## src/rtl/axi_master_read_channel.sv

```systemverilog
// AXI4 single-outstanding read master: one burst on AR, R beats collected into a 2-entry output FIFO.
// Optional RLAST consistency checking is enabled with `define AXI_MASTER_RLAST_CHECK_EN.
module axi_master_read_channel #(
    parameter int unsigned ADDR_WIDTH         = 32,
    parameter int unsigned READ_CHANNEL_WIDTH = 32,
    parameter int unsigned READ_BURST_LEN     = 8
) (
    input  logic                          clk,
    input  logic                          rst,
    input  logic                          req_valid,
    output logic                          req_ready,
    input  logic [ADDR_WIDTH-1:0]         req_addr,
    input  logic [READ_BURST_LEN-1:0]     req_len,
    output logic                          ARVALID,
    input  logic                          ARREADY,
    output logic [ADDR_WIDTH-1:0]         ARADDR,
    output logic [READ_BURST_LEN-1:0]     ARLEN,
    output logic [2:0]                    ARSIZE,
    output logic [1:0]                    ARBURST,
    input  logic                          RVALID,
    output logic                          RREADY,
    input  logic [READ_CHANNEL_WIDTH-1:0] RDATA,
    input  logic                          RLAST,
    input  logic [1:0]                    RRESP,
    output logic                          out_valid,
    input  logic                          out_ready,
    output logic [READ_CHANNEL_WIDTH-1:0] out_data,
    output logic                          out_last,
    output logic                          done,
    output logic                          err
);

    localparam int unsigned DW      = READ_CHANNEL_WIDTH;
    localparam int unsigned LW      = READ_BURST_LEN;
    localparam logic [2:0]  SIZE_C  = 3'($clog2(READ_CHANNEL_WIDTH / 8));

    typedef enum logic [1:0] {IDLE, ADDR, DATA} state_e;

    state_e                  state_q, state_d;
    logic [ADDR_WIDTH-1:0]   addr_q, addr_d;
    logic [LW-1:0]           len_q, len_d;
    logic [LW-1:0]           cnt_q, cnt_d;
    logic                    err_q, err_d;
    logic                    done_q, done_d;
    logic                    req_ready_q;
    logic                    arvalid_q;

    logic [DW-1:0]           head_data_q, head_data_d;
    logic                    head_last_q, head_last_d;
    logic                    head_vld_q, head_vld_d;
    logic [DW-1:0]           tail_data_q, tail_data_d;
    logic                    tail_last_q, tail_last_d;
    logic                    tail_vld_q, tail_vld_d;

    logic                    r_beat;
    logic                    beat_last;
    logic                    pop;
    logic                    unused_bits;

    // Tail is only ever occupied behind a valid head, so it alone marks a full FIFO.
    assign RREADY    = (state_q == DATA) && !tail_vld_q;
    assign r_beat    = RVALID && RREADY;
    assign beat_last = (cnt_q == len_q);
    assign pop       = head_vld_q && out_ready;

`ifdef AXI_MASTER_RLAST_CHECK_EN
    assign unused_bits = RRESP[0];
`else
    assign unused_bits = ^{RLAST, RRESP[0]};
`endif

    // Burst sequencing, beat counting and error collection.
    always_comb begin
        state_d = state_q;
        addr_d  = addr_q;
        len_d   = len_q;
        cnt_d   = cnt_q;
        err_d   = err_q;
        done_d  = 1'b0;
        case (state_q)
            IDLE: begin
                if (req_valid && req_ready_q) begin
                    addr_d  = req_addr;
                    len_d   = req_len;
                    cnt_d   = '0;
                    err_d   = 1'b0;
                    state_d = ADDR;
                end
            end
            ADDR: begin
                if (arvalid_q && ARREADY) begin
                    state_d = DATA;
                end
            end
            DATA: begin
                if (r_beat) begin
                    cnt_d = cnt_q + LW'(1);
                    if (RRESP[1]) begin
                        err_d = 1'b1;
                    end
`ifdef AXI_MASTER_RLAST_CHECK_EN
                    if (RLAST != beat_last) begin
                        err_d = 1'b1;
                    end
`endif
                    if (beat_last) begin
                        done_d  = 1'b1;
                        state_d = IDLE;
                    end
                end
            end
            default: state_d = IDLE;
        endcase
    end

    // Two-entry FIFO with a registered head; simultaneous push/pop at one entry refills the head.
    always_comb begin
        head_data_d = head_data_q;
        head_last_d = head_last_q;
        head_vld_d  = head_vld_q;
        tail_data_d = tail_data_q;
        tail_last_d = tail_last_q;
        tail_vld_d  = tail_vld_q;
        if (pop) begin
            if (tail_vld_q) begin
                head_data_d = tail_data_q;
                head_last_d = tail_last_q;
                tail_vld_d  = 1'b0;
            end else if (r_beat) begin
                head_data_d = RDATA;
                head_last_d = beat_last;
            end else begin
                head_vld_d  = 1'b0;
            end
        end else if (r_beat) begin
            if (!head_vld_q) begin
                head_data_d = RDATA;
                head_last_d = beat_last;
                head_vld_d  = 1'b1;
            end else begin
                tail_data_d = RDATA;
                tail_last_d = beat_last;
                tail_vld_d  = 1'b1;
            end
        end
    end

    always_ff @(posedge clk or posedge rst) begin
        if (rst) begin
            state_q     <= IDLE;
            addr_q      <= '0;
            len_q       <= '0;
            cnt_q       <= '0;
            err_q       <= 1'b0;
            done_q      <= 1'b0;
            req_ready_q <= 1'b1;
            arvalid_q   <= 1'b0;
            head_data_q <= '0;
            head_last_q <= 1'b0;
            head_vld_q  <= 1'b0;
            tail_data_q <= '0;
            tail_last_q <= 1'b0;
            tail_vld_q  <= 1'b0;
        end else begin
            state_q     <= state_d;
            addr_q      <= addr_d;
            len_q       <= len_d;
            cnt_q       <= cnt_d;
            err_q       <= err_d;
            done_q      <= done_d;
            req_ready_q <= (state_d == IDLE);
            arvalid_q   <= (state_d == ADDR);
            head_data_q <= head_data_d;
            head_last_q <= head_last_d;
            head_vld_q  <= head_vld_d;
            tail_data_q <= tail_data_d;
            tail_last_q <= tail_last_d;
            tail_vld_q  <= tail_vld_d;
        end
    end

    assign req_ready = req_ready_q;
    assign ARVALID   = arvalid_q;
    assign ARADDR    = addr_q;
    assign ARLEN     = len_q;
    assign ARSIZE    = SIZE_C;
    assign ARBURST   = 2'b01;
    assign out_valid = head_vld_q;
    assign out_data  = head_data_q;
    assign out_last  = head_last_q;
    assign done      = done_q;
    assign err       = err_q;

endmodule

```

## config.mk

```make
export PLATFORM = sky130hd
export DESIGN_NAME = axi_master_read_channel
export DESIGN_NICKNAME = d
export VERILOG_FILES = /design/src/rtl/axi_master_read_channel.sv
export SDC_FILE = /design/constraint.sdc
export NUM_CORES = 1
export LEC_CHECK = 0
export ABC_CLOCK_PERIOD_IN_PS = 4600
export CAP_MARGIN = 5
export CORE_AREA = 4 4 151 153
export DETAILED_ROUTE_END_ITERATION = 12
export DIE_AREA = 0 0 155 157
export PLACE_DENSITY = 0.49
export SKIP_CTS_REPAIR_TIMING = 1
export SLEW_MARGIN = 30
export SYNTH_ARGS = -nofsm -noshare
export SYNTH_HDL_FRONTEND = slang
export SYNTH_SLANG_ARGS = --single-unit
export TNS_END_PERCENT = 100
```

## constraint.sdc

```tcl
create_clock -name clk -period 4.6 [get_ports clk]
set_clock_uncertainty 0.2 [all_clocks]
set_input_delay 0.46 -clock clk [delete_from_list [all_inputs] [get_ports clk]]
set_output_delay 0.46 -clock clk [all_outputs]
set_load 0.02 [all_outputs]
```

* Yosys cells after proc, flatten, opt, wreduce, memory -nomap -nowiden *
Cells that the tools add are included.

word-level totals
  input bits = 81
  output and inout bits = 84
  flip-flop bits (word level) = 122
  logic and storage cells = 77

cells by class
  muxes and demuxes = 32
  bitwise gates (word level) = 1
  reduce and logical (&&, ||, !) cells = 19
  equal/unequal tests = 10
  $add $sub $neg = 1

operators with widths
  cell                 number
  $mux 32              5
  $mux 1               18
  $mux 8               2
  $pmux 8 s2           1
  $reduce_and 3->1     4
  $ne 2x2->1 const B   5
  $add 8x1->8 const B  1
  $eq 8x8->1           1
  $mux 2               4
  $reduce_bool 2->1    4
  $pmux 2 s3           1
  $logic_and 1x1->1    5
  $eq 2x1->1 const B   2
  $logic_not 2->1      2
  $reduce_and 2->1     2
  $reduce_and 4->1     1
  $eq 2x2->1 const B   1
  $ne 2x1->1 const B   1
  $pmux 1 s2           1
  $logic_not 1->1      1
  $not 1->1            1

* Depth between registers and ports, before layout *
Gate-level depths: netlist of the first run.

  word-level depth = 6
  depth in mapped cells = 7
  depth with buffers taken out = 5

* Worst setup path after synthesis of the first run *
No wires, ideal clock.

  path kind = reg2reg
  from = register req_ready_q, in the netlist req_ready
  to = register addr_q[14], in the netlist ARADDR[14]
  setup time = 0.125 ns
  stages on the path, launching flop included = 6
  slack = 2.742 ns
  arrival = 1.533 ns
  data required time = 4.275 ns
  cell sequence = dfstp_2 > nand2_1 > nor3_2 > buf_4 > buf_2 > mux2_2

between the ends
  longest elaborated chain between the ends = 2

RTL lines
  element                     line  source
  start, declared             45    logic req_ready_q;
  start signal, assigned      171   req_ready_q <= (state_d == IDLE);
  $logic_and 1x1->1           82    if (req_valid && req_ready_q) begin
  $reduce_and 2->1 (no line)  n/a
  end signal, assigned        166   addr_q <= addr_d;
  end, declared               40    logic [ADDR_WIDTH-1:0] addr_q, addr_d;

Every way passes these cells.
A chain may end at the register's enable or synchronous reset.

* Worst setup path in the final report of the first run *
  from = register state_q[0]
  to = register head_data_q[20], in the netlist out_data[20]

between the ends
  longest elaborated chain between the ends = 5
  elaborated cells on any way between the ends = 6
  classes of those cells = eq/ne: 1; reduce/logical: 5

RTL lines
  element                       line  source
  start, declared               39    state_e state_q, state_d;
  start signal, assigned        165   state_q <= state_d;
  $eq 2x2->1 *                  61    assign RREADY = (state_q == DATA) && !tail_vld_q;
  $logic_and 1x1->1 *           61
  $logic_and 1x1->1 *           62    assign r_beat = RVALID && RREADY;
  $reduce_bool 2->1 (no line)   n/a
  $reduce_and 3->1 (no line) *  n/a
  end signal, assigned          173   head_data_q <= head_data_d;
  end, declared                 48    logic [DW-1:0] head_data_q, head_data_d;

Every way passes the cells marked *; elsewhere a longest branch is shown, timed or not.

==> results of run 1 <==
==> kinds of logic (layout without fill, tap and decap cells) <==
kind of cell | Yosys count | after routing | synth area share (%)
flip-flops | 122 | 122 | 58.0
other | 2 | 5 | 0.143
AND/OR/NAND/NOR | 72 | 72 | 6.60
buffers and inverters | 30 | 196 | 3.73
AO/OA/AOI/OAI | 51 | 51 | 5.37
adder cells (fa/ha/maj) | 1 | 1 | 0.237
XOR/XNOR | 14 | 14 | 2.33
multiplexers | 105 | 105 | 23.6
==> flip-flops by register name, indices dropped and copies added (netlist names), 2 cells and up <==
register	count
ARADDR	32
ARLEN	8
cnt_q	8
out_data	32
state_q	2
tail_data_q	32
==> final cells by class <==
cell class	count	area, sq um	share of cell area (%)
sequential	122	3050	39.6
tap	280	350	4.55
timing repair buffer	161	1630	21.1
inverter	3	16.3	0.211
multi-input combinational	248	2050	26.6
clock buffer	18	439	5.70
clock inverter	14	171	2.22
==> power breakdown <==
group	switching, mW	leakage [nW]	internal [mW]
Clock	0.517	0.293	0.869
Sequential	0.314	1.50	1.54
Combinational	0.927	1.71	1.09
Total	1.76	3.50	3.50
==> placed cells by master, fill, tap and decap left out, types with 2 or more instances in the layout <==
cell type and n:
clkdlybuf4s50_1 157, clkbuf_16 17, xor2_1 4, bufinv_16 3, mux2_4 28, clkinv_4 3, nor2_1 40, dfrtp_1 121
buf_4 2, a21oi_1 38, inv_6 3, nand2_1 10, clkinvlp_4 3, conb_1 5, mux2_1 4, xnor2_1 10
inv_1 2, nand4_1 7, nand3b_1 2, nor3_1 2, a311oi_1 2, o21ai_0 3, mux2i_1 33, a211oi_1 3
clkinv_2 3, buf_12 2, mux2_2 40
==> worst paths after layout <==
path	slack [ps]	cells after the start	start	to
worst min register to register	290	1	tail_data_q[28]$_DFFE_PP0P_	tail_data_q[28]$_DFFE_PP0P_
worst min-delay path	290	1	tail_data_q[28]$_DFFE_PP0P_	tail_data_q[28]$_DFFE_PP0P_
worst max register to register	1930	5	state_q[0]$_DFF_PP0_	out_data[20]$_DFFE_PP0P_
worst max-delay path	1930	5	state_q[0]$_DFF_PP0_	out_data[20]$_DFFE_PP0P_
min in group asynchronous	320	2	rst	ARADDR[22]$_DFFE_PP0P_
max in group asynchronous	3070	3	rst	out_data[25]$_DFFE_PP0P_
==> worst reg2reg max path, stage by stage, from the launching register on <==
cell,delay (ps)
dfrtp_1,560
nand4bb_1,440
a21oi_4,660
buf_4,490
nor2_1,100
a21oi_1,140
==> routing by layer <==
metal | GRT usage (%) | part of all wire, % | up-vias | wire (microns)
li1 | - | - | 1692 | -
met1 | 13.2 | 44 | 1780 | 5620
met2 | 18.2 | 48 | 105 | 6240
met3 | 4.07 | 6.6 | 15 | 857
met4 | 4.16 | 1.4 | 0 | 186
met5 | 0 | 0 | - | 0
==> per-stage QoR <==
step,hold slack (ps),instance area [sq um],std cells,power [mW],utilization [%]
2_1_floorplan,256,5280,400,2.96,-
3_3_place_gp,269,7090,814,3.88,32.9
3_5_place_dp,281,7090,814,3.92,32.9
4_1_cts,294,7700,846,5.35,35.7
5_1_grt,316,7710,846,5.58,35.8
6_report,288,7710,846,5.26,35.8
==> flow_metrics.tcl, run 1 <==
set metrics [dict create \
    fin_nets 635 \
    p_per_area_nw_per_um2 682 \
    grt_pass1_vias 3976 \
    cp_top_family "compound AO/OA/AOI/OAI gates" \
    area_delta_synth_final_pct 46.2 \
    final_layout_size_suffix_gt1_share_pct 19.6 \
    worstSetupPathType "reg2reg" \
    ys_ff_latch 122 \
    min_period_over_period_pct 58.0 \
    yosys-top-cells-count "dfrtp_1, mux2_2, nor2_1" \
    grt_usage_pct 11.0 \
    grt_pass1_wl_mm 21.1 \
    vias_per_cell 4.25 \
    synth_edf_count 0 \
    fp.dieH_microns 157 \
    synth_cells 397 \
    gp_congestion 0.713 \
    fin_crit_ps 2670 \
    clk_latency_ps 410 \
    drv_cap 0 \
    netlist-cell-type-count 40 \
    report.final.slew_viol_count 0 \
    cts_inserted_buffers 17 \
    dieArea_sq_um 24300 \
    yosysMostFrequentCell "dfrtp_1" \
    outcome "complete, no violations" \
    num_vias 3592 \
    peakVddDrop_mv 0.272 \
    rows 54 \
    seq_area_frac_synth_pct 58.0 \
    synth-main-ff-cell "dfrtp_1" \
    max_freq_ghz 0.375 \
    antenna_found_initial 0 \
    setup_viol 0 \
    clk_pin_slew_ps 60 \
    synth_top_cell_area_share_pct 57.5 \
    cts.htree.levels 4 \
    overflow 0 \
    finalHoldViolCount 0 \
    dr.first_iter.drc_count 100 \
    wl_mm 12.9 \
    synthesis.area_sq_um 5270 \
    critPathCaptureType "flop" \
    synth_warnings 0 \
    wl_per_cell_microns 15.2 \
    synthTopCellsByArea "dfrtp_1, mux2_2, mux2_4" \
    path_buf_inv 1 \
    cts-root-buf "clkbuf_16" \
    die_w_microns 155 \
    dp_hpwl_mm 8.64 \
    post-place-ws_ps 1620 \
    grt_start_max_net_pins 73 \
    drc 0 \
    min_path_type "reg2reg" \
    p_leak_nw 3.50 \
    ant_nets 0 \
    antenna_cells 0 \
    coreArea_sq_um 21600 \
    cts_tree "yes" \
    initial_core_util_pct 24.5 \
    syn_avg_cell_area_sq_um 13.3 \
    crit_chain "nand4bb_1 -> a21oi_4 -> buf_4 -> nor2_1 -> a21oi_1" \
    cts.path.max_buffers 2 \
    crit_required_ps 4730 \
    rsz0062_at_grt "false" \
    cp_slowest_cell "a21oi_4" \
    pin_count 165 \
    relSlewSlack_pct 40.6 \
    ys_async_sr_fraction_pct 100 \
    worst_slew_pin_slew_ps 888 \
    arrival_ps 2800 \
    n_fill_cell 2107 \
    cts.sinks 122 \
    first_pass_iters 4 \
    setup_ws_ps 1930 \
    slowest_delay_ps 660 \
    final.setup.tns_ps 0 \
    yosysTopAreaCell "dfrtp_1" \
    start_kind "flop" \
    crit_fanout 40 \
    port_buffers 157 \
]
(Power assumes the default switching activity.)
==> run 2: changes to the inputs <==
--- a/config.mk
+++ b/config.mk
@@ -5,7 +5,7 @@
 export SDC_FILE = /design/constraint.sdc
 export NUM_CORES = 1
 export LEC_CHECK = 0
-export ABC_CLOCK_PERIOD_IN_PS = 4600
+export ABC_CLOCK_PERIOD_IN_PS = 2600
 export CAP_MARGIN = 5
 export CORE_AREA = 4 4 151 153
 export DETAILED_ROUTE_END_ITERATION = 12
==> constraint.sdc (replaced) <==
create_clock -name clk -period 2.6 [get_ports clk]
set_clock_uncertainty 0.2 [all_clocks]
set_input_delay 0.26 -clock clk [delete_from_list [all_inputs] [get_ports clk]]
set_output_delay 0.26 -clock clk [all_outputs]
set_load 0.02 [all_outputs]
==> run 2 against run 1 <==
  * Design area is 0.21% higher
  * Non-clock buffer count is 9 higher
  * Final cell count is 1.1% higher
  * Critical path depth is 2 lower
  * Sequential share of layout area is 0.083 points lower
  * Worst hold slack worse by 25 ps
  * Register-to-register slack worse by 1400 ps
  * First-iteration DRC count is 23% higher
  * Combinational power is 79% higher
  * Wire length is 0.79% higher
  * Count of clock-buffer cells in the layout is 6 higher
  * Critical endpoint is now RREADY
  * Largest cell class unchanged
  * Largest power group unchanged
==> flow_metrics.tcl, run 2 (same netlist as run 1, synthesis figures left out) <==
set metrics [dict create \
    outcome "complete, no violations" \
    dr.first_iter.drc_count 123 \
    setup_viol 0 \
    drv_cap 0 \
    p_leak_nw 3.52 \
    slowest_delay_ps 670 \
    start_kind "flop" \
    fin_nets 644 \
    first_pass_iters 4 \
    grt_usage_pct 10.9 \
    clk_pin_slew_ps 50 \
    max_freq_ghz 0.411 \
    final_layout_size_suffix_gt1_share_pct 19.7 \
    cts.path.max_buffers 2 \
    area_delta_synth_final_pct 46.6 \
    finalHoldViolCount 0 \
    cts.sinks 122 \
    cts_tree "yes" \
    crit_fanout 11 \
    fin_crit_ps 2430 \
    wl_per_cell_microns 15.2 \
    cts-root-buf "clkbuf_16" \
    port_buffers 157 \
    min_period_over_period_pct 93.7 \
    ant_nets 0 \
    arrival_ps 1970 \
    path_buf_inv 2 \
    p_per_area_nw_per_um2 1170 \
    dp_hpwl_mm 9.09 \
    min_path_type "in2reg" \
    grt_pass1_vias 3908 \
    vias_per_cell 4.21 \
    drc 0 \
    cts.htree.levels 4 \
    antenna_found_initial 0 \
    final_cell_mix "clkdlybuf4s50_1, dfrtp_1, mux2_2, nor2_1, a21oi_1" \
    final.setup.tns_ps 0 \
    peakVddDrop_mv 0.510 \
    initial_core_util_pct 24.5 \
    wl_mm 13.0 \
    crit_chain "inv_1 -> nor3_1 -> clkdlybuf4s50_1" \
    fp.dieH_microns 157 \
    antenna_cells 0 \
    overflow 0 \
    grt_pass1_wl_mm 21.0 \
    pin_count 165 \
    grt_start_max_net_pins 64 \
    cp_slowest_cell "clkdlybuf4s50_1" \
    report.final.slew_viol_count 0 \
    num_vias 3603 \
    gp_congestion 0.730 \
    coreArea_sq_um 21600 \
    n_fill_cell 2107 \
    cts_inserted_buffers 17 \
    critPathCaptureType "output port" \
    die_w_microns 155 \
    crit_required_ps 2140 \
    cp_top_family "buffers and inverters" \
    rsz0062_at_grt "false" \
    dieArea_sq_um 24300 \
    power.total_mw 9.03 \
    layout_commonest_cell "clkdlybuf4s50_1" \
    clk_latency_ps 400 \
    rows 54 \
    worstSetupPathType "reg2out" \
]
-- run 2: changes by cell type in the layout (fill, tap and decap cells not counted), sizes merged --
cell,change
clkinvlp,-1
bufinv,-2
clkbuf,+6
dlygate4sd3,+1
inv,-3
buf,+8
-- run 2: where the power goes --
part           total (mW)  switching, mW  internal [mW]
Combinational        3.61           1.66           1.96
Sequential           3.27          0.551           2.72
Clock                2.15          0.816           1.33
Total                9.03           3.02           6.01
-- run 2: final timing paths --
path	startpoint	end	slack, ps	cells past startpoint
max in group asynchronous	rst	req_ready$_DFF_PP1_	1130	4
hold reg to reg	tail_data_q[31]$_DFFE_PP0P_	tail_data_q[31]$_DFFE_PP0P_	300	1
setup / recovery	state_q[1]$_DFF_PP0_	RREADY	170	3
setup reg to reg	state_q[0]$_DFF_PP0_	out_data[4]$_DFFE_PP0P_	530	5
min in group asynchronous	rst	ARADDR[22]$_DFFE_PP0P_	460	3
hold / removal	req_addr[31]	ARADDR[31]$_DFFE_PP0P_	260	2
-- run 2: per-stage QoR --
step / hold slack [ps] / util [%] / instance area (sq um) / std cells / worst slack, ps
3_3_place_gp: 273 / 33.3 / 7180 / 822 / 426
3_5_place_dp: 289 / 33.3 / 7180 / 822 / 394
2_1_floorplan: 146 / - / 5290 / 400 / 643
4_1_cts: -103 / 35.8 / 7710 / 854 / 132
5_1_grt: 243 / 35.8 / 7720 / 855 / 32.1
6_report: 263 / 35.8 / 7720 / 855 / 165
-- run 2: area by class of cell --
cell class	count	area, sq um	area share [%]
clock buffers	24	462	5.98
repair buffers	170	1720	22.3
clock inverters	8	71.3	0.923
inverters	3	15.0	0.194
flip-flops and latches	122	3050	39.5
multi-input cells	248	2050	26.5
well taps	280	350	4.54
-- run 2: metal layers --
metal  vias up  track usage [%]  share of wire, %
li1       1712                -                 -
met1      1785             13.6                43
met4         0             3.03              0.75
met5         -                0                 0
met2       100             17.7                49
met3         6             4.34               6.8
==> run 3: changes to the inputs <==
--- a/config.mk
+++ b/config.mk
@@ -5,7 +5,7 @@
 export SDC_FILE = /design/constraint.sdc
 export NUM_CORES = 1
 export LEC_CHECK = 0
-export ABC_CLOCK_PERIOD_IN_PS = 2600
+export ABC_CLOCK_PERIOD_IN_PS = 2400
 export CAP_MARGIN = 5
 export CORE_AREA = 4 4 151 153
 export DETAILED_ROUTE_END_ITERATION = 12
@@ -16,4 +16,3 @@
 export SYNTH_ARGS = -nofsm -noshare
 export SYNTH_HDL_FRONTEND = slang
 export SYNTH_SLANG_ARGS = --single-unit
-export TNS_END_PERCENT = 100
==> constraint.sdc (replaced) <==
create_clock -name clk -period 2.4 [get_ports clk]
set_clock_uncertainty 0.2 [all_clocks]
set_input_delay 0.24 -clock clk [delete_from_list [all_inputs] [get_ports clk]]
set_output_delay 0.24 -clock clk [all_outputs]
set_load 0.02 [all_outputs]
==> run 3 against run 2 <==
  * Register-to-register slack worse by 160 ps
  * Count of clock-buffer cells in the layout is 5 lower
  * Sequential cell count stayed put
  * Combinational power is 9.4% higher
  * Power is 13% higher
  * Largest cell class unchanged
==> flow_metrics.tcl, run 3 (same netlist as run 1, synthesis figures left out) <==
set metrics [dict create \
    final_layout_size_suffix_gt1_share_pct 20.7 \
    final_cell_mix "clkdlybuf4s50_1, dfrtp_1, mux2_2, nor2_1, a21oi_1" \
    antenna_cells 0 \
    path_buf_inv 1 \
    vias_per_cell 4.23 \
    internal-power_mw 6.87 \
    report.final.slew_viol_count 0 \
    swShare_pct 32.7 \
    min_period_over_period_pct 86.1 \
    cp_slowest_cell "clkdlybuf4s50_1" \
    final.setup.tns_ps 0 \
    num_vias 3612 \
    max_freq_ghz 0.484 \
    fp.dieH_microns 157 \
    grt_usage_pct 11.1 \
    power_frac_comb_pct 38.8 \
    worst_hold_slack_ps 92.5 \
    worstSetupPathType "reg2out" \
    first_pass_iters 4 \
    drc 0 \
    initial_core_util_pct 24.5 \
    port_buffers 157 \
    worst_slew_pin_slew_ps 626 \
    crit_chain "clkdlybuf4s50_1" \
    arrival_ps 1630 \
    cts.sinks 122 \
    grt_start_max_net_pins 65 \
    ant_nets 0 \
    drv_cap 0 \
    setup_viol 0 \
    clk_latency_ps 410 \
    fin_crit_ps 2070 \
    critPathCaptureType "output port" \
    cts-root-buf "clkbuf_16" \
    antenna_found_initial 0 \
    rows 54 \
    dp_hpwl_mm 9.04 \
    peakVddDrop_mv 0.579 \
    layout_commonest_cell "clkdlybuf4s50_1" \
    start_kind "flop" \
    p_leak_nw 3.59 \
    pin_count 165 \
    cts_inserted_buffers 17 \
    wl_per_cell_microns 15.4 \
    crit_fanout 6 \
    die_w_microns 155 \
    crit_required_ps 1960 \
    cts.path.max_buffers 2 \
    min_path_type "in2async" \
    power_switching_mw 3.33 \
    power.total_mw 10.2 \
    cp_top_family "buffers and inverters" \
    grt_pass1_vias 3925 \
    wl_met3_microns 921 \
    rsz0062_at_grt "false" \
    overflow 0 \
    finalHoldViolCount 0 \
    relSlewSlack_pct 58.2 \
    slowest_delay_ps 640 \
    dr.first_iter.drc_count 86 \
    wl_mm 13.1 \
    fin_nets 644 \
    cts_tree "yes" \
    cts.htree.levels 4 \
    gp_congestion 0.733 \
    utilization_pct 36.4 \
    highest_layer "met4" \
    p_per_area_nw_per_um2 1300 \
    area_delta_synth_final_pct 48.8 \
    outcome "complete, no violations" \
    met1_length_mm 5.45 \
    pwr-share-seq_pct 34.6 \
    power_frac_clock_pct 26.7 \
    grt_pass1_wl_mm 21.1 \
    clk_pin_slew_ps 60 \
    route.met2.wl_mm 6.61 \
    dieArea_sq_um 24300 \
    coreArea_sq_um 21600 \
]
[run 3: final cells by class]
class	instances	area, sq um
inverters	3	15.0
multi-input cells	248	2050
flip-flops and latches	122	3050
well taps	280	350
repair buffers	170	1750
clock inverters	12	171
fillers	2096	13700
clock buffers	19	453
[run 3: path summary, 6_finish.rpt]
check	startpoint	to	slack [ps]	depth (start not counted)
hold / removal	rst	ARADDR[16]$_DFFE_PP0P_	90	3
setup / recovery	req_ready$_DFF_PP1_	req_ready	330	1
setup reg to reg	state_q[0]$_DFF_PP0_	out_data[19]$_DFFE_PP0P_	370	5
hold reg to reg	tail_data_q[31]$_DFFE_PP0P_	tail_data_q[31]$_DFFE_PP0P_	290	1
max in group asynchronous	rst	req_ready$_DFF_PP1_	1570	3
min in group clk	req_addr[23]	ARADDR[23]$_DFFE_PP0P_	230	2
[run 3: through the flow]
stage,worst slack [ps],cell area [sq um],std cells
2_1_floorplan,463,5290,400
5_1_grt,242,7840,854
6_report,334,7840,854
4_1_cts,13.9,7840,854
3_3_place_gp,233,7210,823
3_5_place_dp,200,7210,823
[run 3: power groups by stage]
stage	Sequential [mW]	Clock (mW)	Combinational, mW
floorplan	4.22	0	1.46
global placement	3.53	0	3.97
detailed placement	3.56	0	4.02
CTS	3.54	2.82	4.03
global route	3.66	2.93	4.23
finish	3.53	2.72	3.95
[run 3: worst reg2reg max path, delay by kind of cell (launching register included)]
kind	cells	cell delay, ps
flops	1	550
compound gates	2	540
simple gates	2	420
buf+inv	1	250
[run 3: routing by layer]
metal  global-route usage [%]  vias to the layer above
met5                        0                        -
met4                     4.04                        0
met3                     4.37                       14
met2                     18.8                       97
met1                     12.8                     1795
li1                         -                     1706
